File: src/rtl/ysyx_25030077_exit_req_pkg.sv
// Shared constants for the commit-end trap-request generator: RV32 opcodes,
// special instruction words, FSM state encoding and trap cause encoding.
package ysyx_25030077_exit_req_pkg;

  localparam logic [6:0] OPC_LUI      = 7'b0110111;
  localparam logic [6:0] OPC_AUIPC    = 7'b0010111;
  localparam logic [6:0] OPC_JAL      = 7'b1101111;
  localparam logic [6:0] OPC_JALR     = 7'b1100111;
  localparam logic [6:0] OPC_BRANCH   = 7'b1100011;
  localparam logic [6:0] OPC_LOAD     = 7'b0000011;
  localparam logic [6:0] OPC_STORE    = 7'b0100011;
  localparam logic [6:0] OPC_OP_IMM   = 7'b0010011;
  localparam logic [6:0] OPC_OP       = 7'b0110011;
  localparam logic [6:0] OPC_MISC_MEM = 7'b0001111;
  localparam logic [6:0] OPC_SYSTEM   = 7'b1110011;

  localparam logic [31:0] EBREAK_INST = 32'h00100073;
  localparam logic [31:0] ECALL_INST  = 32'h00000073;
  localparam logic [31:0] MRET_INST   = 32'h30200073;

  localparam logic [6:0] FUNCT7_ZERO = 7'h00;
  localparam logic [6:0] FUNCT7_ALT  = 7'h20;

  // FSM encoding kept as plain constants so legacy users can compare raw bits.
  localparam logic [1:0] ST_IDLE   = 2'd0;
  localparam logic [1:0] ST_DRAIN  = 2'd1;
  localparam logic [1:0] ST_FIRE   = 2'd2;
  localparam logic [1:0] ST_HALTED = 2'd3;

  typedef enum logic [1:0] {
    CAUSE_NONE    = 2'd0,
    CAUSE_BREAK   = 2'd1,
    CAUSE_UNKNOWN = 2'd2
  } cause_e;

  function automatic cause_e trap_cause(input logic is_ebreak);
    return is_ebreak ? CAUSE_BREAK : CAUSE_UNKNOWN;
  endfunction

endpackage

File: src/rtl/ysyx_25030077_inst_legal.sv
// Purely combinational RV32I(+Zicsr/mret) legality and ebreak classifier,
// shared between the trap generator and decode.
module ysyx_25030077_inst_legal
  import ysyx_25030077_exit_req_pkg::*;
(
  input  logic [31:0] inst_i,
  output logic        legal_o,
  output logic        ebreak_o
);

  logic [6:0] opc;
  logic [2:0] f3;
  logic [6:0] f7;

  assign opc = inst_i[6:0];
  assign f3  = inst_i[14:12];
  assign f7  = inst_i[31:25];

  assign ebreak_o = (inst_i == EBREAK_INST);

  always_comb begin
    legal_o = 1'b0;
    if (inst_i[1:0] == 2'b11) begin
      case (opc)
        OPC_LUI, OPC_AUIPC, OPC_JAL: legal_o = 1'b1;
        OPC_JALR:     legal_o = (f3 == 3'd0);
        OPC_BRANCH:   legal_o = (f3 != 3'd2) && (f3 != 3'd3);
        OPC_LOAD:     legal_o = f3 inside {3'd0, 3'd1, 3'd2, 3'd4, 3'd5};
        OPC_STORE:    legal_o = f3 inside {3'd0, 3'd1, 3'd2};
        OPC_OP_IMM: begin
          case (f3)
            3'd1:    legal_o = (f7 == FUNCT7_ZERO);
            3'd5:    legal_o = (f7 == FUNCT7_ZERO) || (f7 == FUNCT7_ALT);
            default: legal_o = 1'b1;
          endcase
        end
        // funct7=0x20 only encodes SUB and SRA
        OPC_OP:       legal_o = (f7 == FUNCT7_ZERO) ||
                                ((f7 == FUNCT7_ALT) && ((f3 == 3'd0) || (f3 == 3'd5)));
        OPC_MISC_MEM: legal_o = 1'b1;
        OPC_SYSTEM: begin
          if (f3 == 3'd0)
            legal_o = (inst_i == ECALL_INST) || (inst_i == EBREAK_INST) ||
                      (inst_i == MRET_INST);
          else
            legal_o = (f3 != 3'd4);
        end
        default:      legal_o = 1'b0;
      endcase
    end
  end

endmodule

File: src/rtl/ysyx_25030077_exit_req.sv
// Commit-end trap-request generator: freezes the core on ebreak/illegal, drains
// the LSU, pulses the exit monitor once, then halts. Optional drain watchdog
// enabled by YSYX_25030077_EXIT_DRAIN_TIMEOUT_EN.
module ysyx_25030077_exit_req
  import ysyx_25030077_exit_req_pkg::*;
#(
  parameter int XLEN          = 32,
  parameter int DRAIN_TIMEOUT = 1024
) (
  input  logic            clk,
  input  logic            reset,
  input  logic            inst_valid,
  input  logic [XLEN-1:0] inst,
  input  logic [XLEN-1:0] pc,
  input  logic            lsu_busy,
  output logic            stall,
  output logic            is_break_out,
  output logic            is_unknown_instruction,
  output logic [XLEN-1:0] io_Pc_count,
  output logic            drain_timeout
);

  logic [1:0]      state_q, state_d;
  cause_e          cause_q, cause_d;
  logic [XLEN-1:0] pc_q, pc_d;
  logic            stall_q, stall_d;
  logic            brk_q, brk_d;
  logic            unk_q, unk_d;

  logic is_legal;
  logic is_ebreak;
  logic fire;
  logic timeout_hit;

  ysyx_25030077_inst_legal u_inst_legal (
    .inst_i   (inst),
    .legal_o  (is_legal),
    .ebreak_o (is_ebreak)
  );

`ifdef YSYX_25030077_EXIT_DRAIN_TIMEOUT_EN
  localparam int CW = (DRAIN_TIMEOUT > 1) ? $clog2(DRAIN_TIMEOUT) : 1;
  localparam logic [CW-1:0] CNT_LAST = CW'(DRAIN_TIMEOUT - 1);

  logic [CW-1:0] cnt_q;
  logic          dto_q;

  // Counter is zero whenever DRAIN is entered because it is held clear in IDLE.
  always_ff @(posedge clk) begin
    if (reset) begin
      cnt_q <= '0;
      dto_q <= 1'b0;
    end else begin
      if (state_q == ST_DRAIN)
        cnt_q <= cnt_q + 1'b1;
      else
        cnt_q <= '0;
      if (timeout_hit)
        dto_q <= 1'b1;
    end
  end

  assign drain_timeout = dto_q;
`else
  assign drain_timeout = 1'b0;
`endif

  always_comb begin
    state_d     = state_q;
    cause_d     = cause_q;
    pc_d        = pc_q;
    stall_d     = stall_q;
    brk_d       = 1'b0;
    unk_d       = 1'b0;
    fire        = 1'b0;
    timeout_hit = 1'b0;

    case (state_q)
      ST_IDLE: begin
        if (inst_valid && (is_ebreak || !is_legal)) begin
          cause_d = trap_cause(is_ebreak);
          pc_d    = pc;
          stall_d = 1'b1;
          state_d = ST_DRAIN;
        end
      end
      ST_DRAIN: begin
        if (!lsu_busy) begin
          fire = 1'b1;
        end
`ifdef YSYX_25030077_EXIT_DRAIN_TIMEOUT_EN
        else if (cnt_q == CNT_LAST) begin
          fire        = 1'b1;
          timeout_hit = 1'b1;
        end
`endif
        // Flags are registered here so they are high exactly during FIRE.
        if (fire) begin
          state_d = ST_FIRE;
          brk_d   = (cause_q == CAUSE_BREAK) && !timeout_hit;
          unk_d   = (cause_q == CAUSE_UNKNOWN) || timeout_hit;
        end
      end
      ST_FIRE:   state_d = ST_HALTED;
      ST_HALTED: state_d = ST_HALTED;
      default:   state_d = ST_IDLE;
    endcase
  end

  always_ff @(posedge clk) begin
    if (reset) begin
      state_q <= ST_IDLE;
      cause_q <= CAUSE_NONE;
      pc_q    <= '0;
      stall_q <= 1'b0;
      brk_q   <= 1'b0;
      unk_q   <= 1'b0;
    end else begin
      state_q <= state_d;
      cause_q <= cause_d;
      pc_q    <= pc_d;
      stall_q <= stall_d;
      brk_q   <= brk_d;
      unk_q   <= unk_d;
    end
  end

  assign stall                  = stall_q;
  assign is_break_out           = brk_q;
  assign is_unknown_instruction = unk_q;
  assign io_Pc_count            = pc_q;

endmodule

File: config.mk
export PLATFORM = sky130hd
export DESIGN_NAME = ysyx_25030077_exit_req
export DESIGN_NICKNAME = d
export VERILOG_FILES = /design/src/rtl/ysyx_25030077_exit_req_pkg.sv /design/src/rtl/ysyx_25030077_inst_legal.sv /design/src/rtl/ysyx_25030077_exit_req.sv
export SDC_FILE = /design/constraint.sdc
export NUM_CORES = 1
export LEC_CHECK = 0
export ABC_AREA = 1
export CORE_UTILIZATION = 41
export CTS_BUF_LIST = sky130_fd_sc_hd__clkbuf_16
export DETAILED_ROUTE_END_ITERATION = 10
export PLACE_DENSITY = 0.78
export SETUP_SLACK_MARGIN = 0.3
export SLEW_MARGIN = 0
export SYNTH_ARGS = -nofsm -noshare
export SYNTH_HDL_FRONTEND = slang
export SYNTH_SLANG_ARGS = --single-unit
File: constraint.sdc
create_clock -name clk -period 1.9 [get_ports clk]
set_input_delay 0.38 -clock clk [delete_from_list [all_inputs] [get_ports clk]]
set_output_delay 0.38 -clock clk [all_outputs]
set_load 0.05 [all_outputs]
==> metrics.txt, run 1 <==
outcome finished, final reports clean; die footprint 5700 µm²; Ys Warns 0; final setup fails 0; Storage cell area 781 µm²; ys async rst share 0%; Post-Syn Nets 360; Worst slew margin 66.2%; CTS tree built; syn_area_per_cell 7.58 µm²; starting density of the core 43.1%; setup ws final 0.150 ns; Hold Buf Count CTS 0; die height 75.5 µm; clk sink count 39; critical path endpoint category register; worst endpoint required time 2.11 ns; fmax 0.571 GHz; min-delay worst type reg2reg; Finished Cell Area 4090 µm²; Util after Layout 79.6%; clk buf depth 2; prevailing post-synth register cell dfxtp_1; vias in the first global route 2556; Post-Syn Area 2210 µm²; synth unique cells 24; Crit path top cell by count nand2_2; register area share after synthesis 35.3%; antenna diode count 0; DIE WIDTH 75.5 µm; commonest non-fill, non-tap cell in the layout dfxtp_1; DRC viols 0; worst-skew pair later-pin latency 0.28 ns; Top Ports 104; Critical Path Fanout Max 8; final hold vios 0; initial antenna violation count 0; RSZ-0062 raised after global routing true; Final nets 502; min cycle time layout 1.75 ns; setup TNS 0 ns; CP max stage cell nor2_4; WS Path Type in2reg; H-tree depth 2; GRT Total Usage 27.0%; drt pass-1 iters 4; placed cells 463; VDD IR-drop max 0.000435 V; largest net degree at the start of global routing 27; Vias 2705; clk slew on worst S/H paths 0.06 ns; crit-path cells buf_4 -> nand3_1 -> nand3_2 -> nand2_2 -> nand2_2 -> buf_4 -> nand2_2 -> nand2_2 -> nor2_4 -> buf_12 -> buf_12 -> nand4_1 -> a21oi_2; Max-cap violations 0; CP max stage delay 0.19 ns; first-pass GRT wire length 11800 µm; initial drt markers 118; Site Rows 26; dpl ws -0.261 ns; Root Buffer clkbuf_16; crit path DAT 1.96 ns; CP startpoint kind input pin; Final Wtd Congestion 0.885; grt ovf 0; wirelength, routed 8310 µm; Fillers 348; Non-Filler Instances 505; EDFF count, synth 0; Slew @ Worst Pin 0.509 ns; via/cell ratio 5.36; clock skew 0.00560 ns; P&R area growth vs syn 84.7%; multi-input logic area 1450 µm²; pwr dens 660 nW/µm²; flops & latches, synth 39; share of cells above drive strength 1 48.5%; DP Area 3390 µm²; I/O Buffers 102; average routed wire per standard cell 16.5 µm; commonest non-fill, non-tap cells in the layout 39 x dfxtp_1, 38 x buf_4, 34 x clkdlybuf4s50_1; Cells after Synth 292; max-slew violation count 0; Final Cycle Share 92.1%; Core ar. 5140 µm²; Lkg Pwr 1.86 nW; hpwl dp 4470 µm; ANT nets after route 0; cts bufs inserted 5
sequential cells by signal (all words and copies together) (netlist names):
register and cells:
io_Pc_count 32, cause_q 2, state_q 2, is_break_out 1, stall 1, is_unknown_instruction 1
worst max-delay path, delay by kind of cell:
family / cells / cell delay [ns]
buffers and inverters: 4 / 0.52
AND/OR/NAND/NOR: 8 / 0.87
AO/OA/AOI/OAI: 1 / 0.18
per-layer routing:
layer | track usage [%] | share of wire, % | up-vias
li1 | - | - | 1251
met1 | 31.7 | 39 | 1292
met2 | 48.1 | 52 | 122
met3 | 4.37 | 4.7 | 40
met4 | 12.1 | 4.2 | 0
met5 | 0 | 0 | -
stage by stage:
stage	hold slack [ns]	total power (W)
2_1_floorplan	0.440	0.00140
3_3_place_gp	0.437	0.00172
3_5_place_dp	0.458	0.00173
4_1_cts	0.463	0.00263
5_1_grt	0.482	0.00279
6_report	0.467	0.00270
cell families (layout without fill, tap and decap cells):
logic type / Yosys count / after routing / share of synthesized area (%)
and+or+nand+nor: 163 / 163 / 39.7
buffers and inverters: 50 / 193 / 10.8
AOI/OAI and AO/OA: 39 / 39 / 14.0
DFF: 39 / 39 / 35.3
other: 1 / 1 / 0.169
final cells by class:
cell class / count / share of cell area (%)
repair buffers: 153 / 36.6
multi-input cells: 203 / 35.5
flip-flops and latches: 39 / 19.1
clock buffers: 5 / 3.06
inverters: 32 / 3.00
well taps: 70 / 2.14
clock inverters: 3 / 0.581
where the power goes:
part	internal [W]	switching [W]
Combinational	0.000402	0.000538
Clock	0.000490	0.000342
Sequential	0.000879	0.0000486
Total	0.00177	0.000929
final timing paths:
check,start,end,slack [ns],cells after the start
min,io_Pc_count[27]$_SDFFE_PP0P_,io_Pc_count[27]$_SDFFE_PP0P_,0.47,2
max reg2reg,state_q[1]$_SDFFE_PP0P_,io_Pc_count[9]$_SDFFE_PP0P_,0.57,6
max,inst[14],io_Pc_count[9]$_SDFFE_PP0P_,0.15,13
min reg2reg,io_Pc_count[27]$_SDFFE_PP0P_,io_Pc_count[27]$_SDFFE_PP0P_,0.47,2
cell usage after synthesis, types with 2 or more instances:
cell type,n,share of area (%)
inv_2,4,0.68
nand4_1,33,9.3
nor3_1,2,0.45
nor2_1,26,4.4
nand2_2,32,9.0
buf_2,3,0.68
a21oi_1,7,1.6
a21oi_2,30,12
nor2_2,6,1.7
nor2_4,2,1.0
nand3_2,3,1.4
inv_1,28,4.7
nand3_1,16,3.6
dfxtp_1,39,35
nand2_1,40,6.8
clkbuf_1,8,1.4
buf_6,6,3.1
repair_timing:
item / 4_1_cts / 5_1_grt
pin swaps: 45 / 42
gates resized for setup: 151 / 75
setup buffers: 21 / 8
cloned: 5 / 0
endpoints found under the setup margin: 67 / 38
Power figures use the tool's default switching activity.
==> run 2, diff against run 1 <==
- CORE_MARGIN: default -> 2
==> metrics.txt, run 2 (same netlist as run 1, synthesis figures left out) <==
M1 wire length 2730 µm (was 3230 µm); NetSw 0.000855 W (was 0.000929 W); H-tree depth 2 (unchanged); clk buf depth 2 (unchanged); crit-path cells dlygate4sd2_1 (was buf_4 -> nand3_1 -> nand3_2 -> nand2_2 -> nand2_2 -> buf_4 -> nand2_2 -> nand2_2 -> nor2_4 -> buf_12 -> buf_12 -> nand4_1 -> a21oi_2); I/O Buffers 102 (unchanged); CP max stage cell dlygate4sd2_1 (was nor2_4); clock skew 0.00320 ns (was 0.00560 ns); cts bufs inserted 5 (unchanged); sw frac 33.6% (was 34.4%); wirelength, routed 6730 µm (was 8310 µm); top sig layer met4 (unchanged); WP buf/inv 1 (was 4); Non-Filler Instances 478 (was 505); worst endpoint required time 1.52 ns (was 2.11 ns); Final Cycle Share 84.4% (was 92.1%); fmax 0.624 GHz (was 0.571 GHz); starting density of the core 42.8% (was 43.1%); crit path DAT 1.22 ns (was 1.96 ns); final setup fails 0 (unchanged); Max-cap violations 0 (unchanged); R2R depth 5 (was 6); DP Area 3370 µm² (was 3390 µm²); setup ws final 0.297 ns (was 0.150 ns); RR Startpoint state_q[1]$_SDFFE_PP0P_ (unchanged); dpl ws -0.270 ns (was -0.261 ns); grt ovf 0 (unchanged); average routed wire per standard cell 14.1 µm (was 16.5 µm); Routed met2 length 3580 µm (was 4340 µm); wire length on met3 357 µm (was 389 µm); drt pass-1 iters 4 (unchanged); Sequential Power Share 36.3% (was 34.4%); setup TNS 0 ns (unchanged); DIE WIDTH 77.5 µm (was 75.5 µm); placed cells 461 (was 463); hpwl dp 4540 µm (was 4470 µm); max-slew violation count 0 (unchanged); Clk pwr share 31.5% (was 30.8%); ANT nets after route 0 (unchanged); Lkg Pwr 1.65 nW (was 1.86 nW); RSZ-0062 raised after global routing true (unchanged); final hold vios 0 (unchanged); critical path endpoint category output port (was register); commonest non-fill, non-tap cells in the layout 39 x dfxtp_1, 37 x nand2_2, 34 x dlygate4sd2_1, 34 x clkdlybuf4s50_1, 33 x nand4_1 (was 39 x dfxtp_1, 38 x buf_4, 34 x clkdlybuf4s50_1); P_int 0.00169 W (was 0.00177 W); Logic pwr share 32.2% (was 34.8%); worst-skew pair later-pin latency 0.28 ns (about the same); vias in the first global route 2310 (was 2556); Levels on crit path 1 (was 13); largest net degree at the start of global routing 24 (was 27); Critical Path Fanout Max 2 (was 8); clk sink count 39 (unchanged); Final nets 475 (was 502); clk slew on worst S/H paths 0.06 ns (about the same); Worst slew margin 66.0% (was 66.2%); CTS tree built (unchanged); Hold Buf Count CTS 0 (unchanged); max reg flops 32 (unchanged); outcome finished, final reports clean (unchanged); die height 77.5 µm (was 75.5 µm); DRC viols 0 (unchanged); Site Rows 26 (unchanged); VDD IR-drop max 0.000522 V (was 0.000435 V); initial antenna violation count 0 (unchanged); first-pass GRT wire length 10300 µm (was 11800 µm); WS Path Type reg2out (was in2reg); Setup crit end io_Pc_count[9] (was io_Pc_count[9]$_SDFFE_PP0P_); Finished Cell Area 3680 µm² (was 4090 µm²); min-delay worst type reg2reg (unchanged); Final Wtd Congestion 0.885 (unchanged); antenna diode count 0 (unchanged); pwr dens 690 nW/µm² (was 660 nW/µm²); r2r setup slk 0.63 ns (was 0.57 ns); Util after Layout 71.2% (was 79.6%); worst r2r dst io_Pc_count[3]$_SDFFE_PP0P_ (was io_Pc_count[9]$_SDFFE_PP0P_); P&R area growth vs syn 66.3% (was 84.7%); GRT Total Usage 20.7% (was 27.0%); share of cells above drive strength 1 45.6% (was 48.5%); die footprint 6010 µm² (was 5700 µm²); Root Buffer clkbuf_16 (unchanged); Slew @ Worst Pin 0.511 ns (was 0.509 ns); Crit path max-delay family buffers and inverters (was simple AND/OR/NAND/NOR gates); Top Ports 104 (unchanged); CP startpoint kind register (was input pin); via/cell ratio 5.00 (was 5.36); commonest non-fill, non-tap cell in the layout dfxtp_1 (unchanged); initial drt markers 70 (was 118); Vias 2388 (was 2705); min cycle time layout 1.60 ns (was 1.75 ns); Crit. Startpoint io_Pc_count[9]$_SDFFE_PP0P_ (was inst[14]); Core ar. 5170 µm² (was 5140 µm²); CP max stage delay 0.56 ns (was 0.19 ns)
run 2: how the worst min path moves through the flow:
stage	start	endpoint	slack [ns]	depth (start not counted)
floorplan	cause_q[0]$_SDFFE_PP0P_	is_break_out$_SDFF_PP0_	0.44	2
global placement	stall$_SDFFE_PP0P_	stall$_SDFFE_PP0P_	0.45	2
detailed placement	io_Pc_count[16]$_SDFFE_PP0P_	io_Pc_count[16]$_SDFFE_PP0P_	0.46	2
CTS	io_Pc_count[16]$_SDFFE_PP0P_	io_Pc_count[16]$_SDFFE_PP0P_	0.46	2
global route	io_Pc_count[16]$_SDFFE_PP0P_	io_Pc_count[16]$_SDFFE_PP0P_	0.48	2
finish	io_Pc_count[16]$_SDFFE_PP0P_	io_Pc_count[16]$_SDFFE_PP0P_	0.46	2
run 2: cell type report:
cell class                      count  area, µm²
Multi-Input combinational cell    203       1390
Inverter                           32        120
Timing Repair Buffer              126       1160
Clock inverter                      3       16.3
Fill cell                         418       1490
Clock buffer                        5        125
Sequential cell                    39        781
Tap cell                           70       87.6
run 2: what timing repair did:
item | 4_1_cts | 5_1_grt
pin swaps | 34 | 41
resized for setup | 108 | 98
cloned | 2 | 2
buffers inserted | 4 | 1
setup endpoints to repair | 68 | 36
run 2: power groups by stage:
stage                     registers (W)  logic, W  clock network, W
after floorplan                 0.00111  0.000291                 0
after global placement         0.000934  0.000781                 0
after detailed placement       0.000936  0.000790                 0
after CTS                      0.000917  0.000758          0.000802
after global routing           0.000928  0.000874          0.000839
final                          0.000922  0.000819          0.000801
run 2: stage by stage:
stage	power [W]	hold slack, ns
CTS	0.00248	0.461
finish	0.00254	0.455
floorplan	0.00140	0.440
global route	0.00264	0.482
detailed placement	0.00173	0.455
global placement	0.00172	0.450
run 2: per-layer routing:
| metal | up-vias | track usage [%] |
|---|---|---|
| li1 | 1203 | - |
| met1 | 1098 | 25.5 |
| met2 | 79 | 37.8 |
| met3 | 8 | 3.37 |
| met4 | 0 | 4.64 |
| met5 | - | 0 |
==> run 3, diff against run 2 <==
- clock period: 1.9 -> 1.55 ns (I/O delays scaled with it)
==> metrics.txt, run 3 (same netlist as run 1, synthesis figures left out) <==
outcome finished with violations (was finished, final reports clean); failing checks negative setup slack; sw frac 34.2% (was 33.6%); R2R depth 6 (was 5); CP max stage delay 0.22 ns (was 0.56 ns); initial drt markers 270 (was 70); clk sink count 39 (unchanged); min cycle time layout 1.71 ns; crit path DAT 1.91 ns (was 1.22 ns); clk buf depth 2 (unchanged); Critical Path Fanout Max 7 (was 2); Site Rows 26 (unchanged); share of cells above drive strength 1 55.6% (was 45.6%); CP max stage cell a21oi_2 (was dlygate4sd2_1); Vias 2873 (was 2388); placed cells 466 (was 461); Core ar. 5170 µm² (unchanged); worst-skew pair later-pin latency 0.29 ns (was 0.28 ns); vias in the first global route 2849 (was 2310); Non-Filler Instances 496 (was 478); Hold Buf Count CTS 0 (unchanged); Crit path max-delay family simple AND/OR/NAND/NOR gates (was buffers and inverters); die height 77.5 µm (unchanged); first-pass GRT wire length 14800 µm (was 10300 µm); Lkg Pwr 1.96 nW (was 1.65 nW); DP Area 3830 µm² (was 3370 µm²); ANT nets after route 0 (unchanged); final setup fails 34 (was 0); Root Buffer clkbuf_16 (unchanged); H-tree depth 2 (unchanged); P&R area growth vs syn 109% (was 66.3%); worst r2r dst io_Pc_count[30]$_SDFFE_PP0P_ (was io_Pc_count[3]$_SDFFE_PP0P_); Max-cap violations 0 (unchanged); hpwl dp 4980 µm (was 4540 µm); GRT Total Usage 31.5% (was 20.7%); pwr dens 823 nW/µm² (was 690 nW/µm²); critical path endpoint category register (was output port); RSZ-0062 raised after global routing true (unchanged); final hold vios 0 (unchanged); Logic pwr share 37.2% (was 32.2%); Top Ports 104 (unchanged); crit-path cells buf_6 -> buf_12 -> inv_4 -> nand3_4 -> nand2_2 -> nand2_4 -> nand3_4 -> nor2_4 -> nand2_2 -> nor2_4 -> buf_6 -> buf_12 -> nand4_1 -> a21oi_2 (was dlygate4sd2_1); worst endpoint required time 1.75 ns (was 1.52 ns); I/O Buffers 102 (unchanged); CTS tree built (unchanged); RR Startpoint state_q[1]$_SDFFE_PP0P_ (unchanged); Clk pwr share 31.6% (was 31.5%); setup ws final -0.160 ns (was 0.297 ns); commonest non-fill, non-tap cells in the layout 39 x dfxtp_1, 37 x buf_12, 34 x clkdlybuf4s50_1 (was 39 x dfxtp_1, 37 x nand2_2, 34 x dlygate4sd2_1, 34 x clkdlybuf4s50_1, 33 x nand4_1); Final Cycle Share 110%; starting density of the core 42.8% (unchanged); DRC viols 0 (unchanged); WS Path Type in2reg (was reg2out); max-slew violation count 0 (unchanged); Finished Cell Area 4640 µm² (was 3680 µm²); die footprint 6010 µm² (unchanged); WP buf/inv 5 (was 1); max reg flops 32 (unchanged); initial antenna violation count 0 (unchanged); min-delay worst type in2reg (was reg2reg); dpl ws -0.631 ns (was -0.270 ns); CP startpoint kind input pin (was register); clk slew on worst S/H paths 0.06 ns (about the same); Final Wtd Congestion 0.927 (was 0.885); r2r setup slk 0.16 ns (was 0.63 ns); WHS Path Cells 2 (unchanged); clock skew 0.00626 ns (was 0.00320 ns); largest net degree at the start of global routing 20 (was 24); DIE WIDTH 77.5 µm (unchanged); antenna diode count 0 (unchanged); fmax 0.585 GHz; Sequential Power Share 31.1% (was 36.3%); hold path startpoint reset (was io_Pc_count[16]$_SDFFE_PP0P_); Worst Hold End cause_q[1]$_SDFFE_PP0P_ (was io_Pc_count[16]$_SDFFE_PP0P_); drt pass-1 iters 5 (was 4); cts bufs inserted 5 (unchanged); VDD IR-drop max 0.000521 V (was 0.000522 V); NetSw 0.00131 W (was 0.000855 W); via/cell ratio 5.79 (was 5.00); average routed wire per standard cell 21.6 µm (was 14.1 µm); grt ovf 0 (unchanged); P_int 0.00251 W (was 0.00169 W); commonest non-fill, non-tap cell in the layout dfxtp_1 (unchanged); wirelength, routed 10700 µm (was 6730 µm); Final nets 493 (was 475)
-- run 3: worst max-delay path by stage --
stage	from	slack, ns	cells past startpoint	end
after floorplan	inst[1]	0.17	11	io_Pc_count[0]$_SDFFE_PP0P_
after global placement	inst[13]	-0.57	12	io_Pc_count[4]$_SDFFE_PP0P_
after detailed placement	inst[13]	-0.63	13	io_Pc_count[1]$_SDFFE_PP0P_
after CTS	inst[5]	0.09	14	io_Pc_count[20]$_SDFFE_PP0P_
after global routing	inst[4]	-0.19	14	io_Pc_count[30]$_SDFFE_PP0P_
final	inst[4]	-0.16	14	io_Pc_count[30]$_SDFFE_PP0P_
-- run 3: cell type report --
| cell class | count | area, µm² |
|---|---|---|
| timing repair buffer | 144 | 1850 |
| multi-input combinational | 203 | 1620 |
| sequential | 39 | 781 |
| fill | 212 | 534 |
| inverter | 32 | 138 |
| clock buffer | 5 | 125 |
| tap | 70 | 87.6 |
| clock inverter | 3 | 43.8 |
-- run 3: repair_timing --
| item | 4_1_cts | 5_1_grt |
|---|---|---|
| gates cloned | 5 | 2 |
| gates resized for setup | 181 | 20 |
| buffers inserted | 15 | 0 |
| pin swaps | 56 | 30 |
| endpoints found under the setup margin | 36 | 36 |
-- run 3: worst register-to-register path: stages (launching register included) --
cell and delay, ns:
dfxtp_1 0.34, nor2_2 0.26, nand4_4 0.19, buf_6 0.17, buf_12 0.14, nand2_4 0.07, a21oi_2 0.07
-- run 3: power groups by stage --
stage,Combinational (W),Clock (W),Sequential [W]
final,0.00142,0.00121,0.00119
after global routing,0.00147,0.00125,0.00119
after CTS,0.00131,0.00118,0.00117
after detailed placement,0.00114,0,0.00118
after global placement,0.00112,0,0.00117
after floorplan,0.000377,0,0.00136
-- run 3: stage by stage --
stage               TNS (ns)  total power, W  hold slack (ns)  util [%]
floorplan                  0         0.00174            0.414         -
global placement      -19.54         0.00230            0.451      74.1
detailed placement    -21.55         0.00232            0.456      74.1
CTS                        0         0.00366            0.416      87.1
global route           -2.84         0.00390            0.454      89.7
finish                 -1.79         0.00382            0.436      89.7
-- run 3: metal layers --
| layer | global-route usage (%) | wire, µm | vias up |
|---|---|---|---|
| met3 | 7.33 | 837 | 40 |
| met2 | 55.7 | 5380 | 222 |
| met1 | 36.5 | 4080 | 1375 |
| met4 | 12.3 | 440 | 0 |
| met5 | 0 | 0 | - |
| li1 | - | - | 1236 |
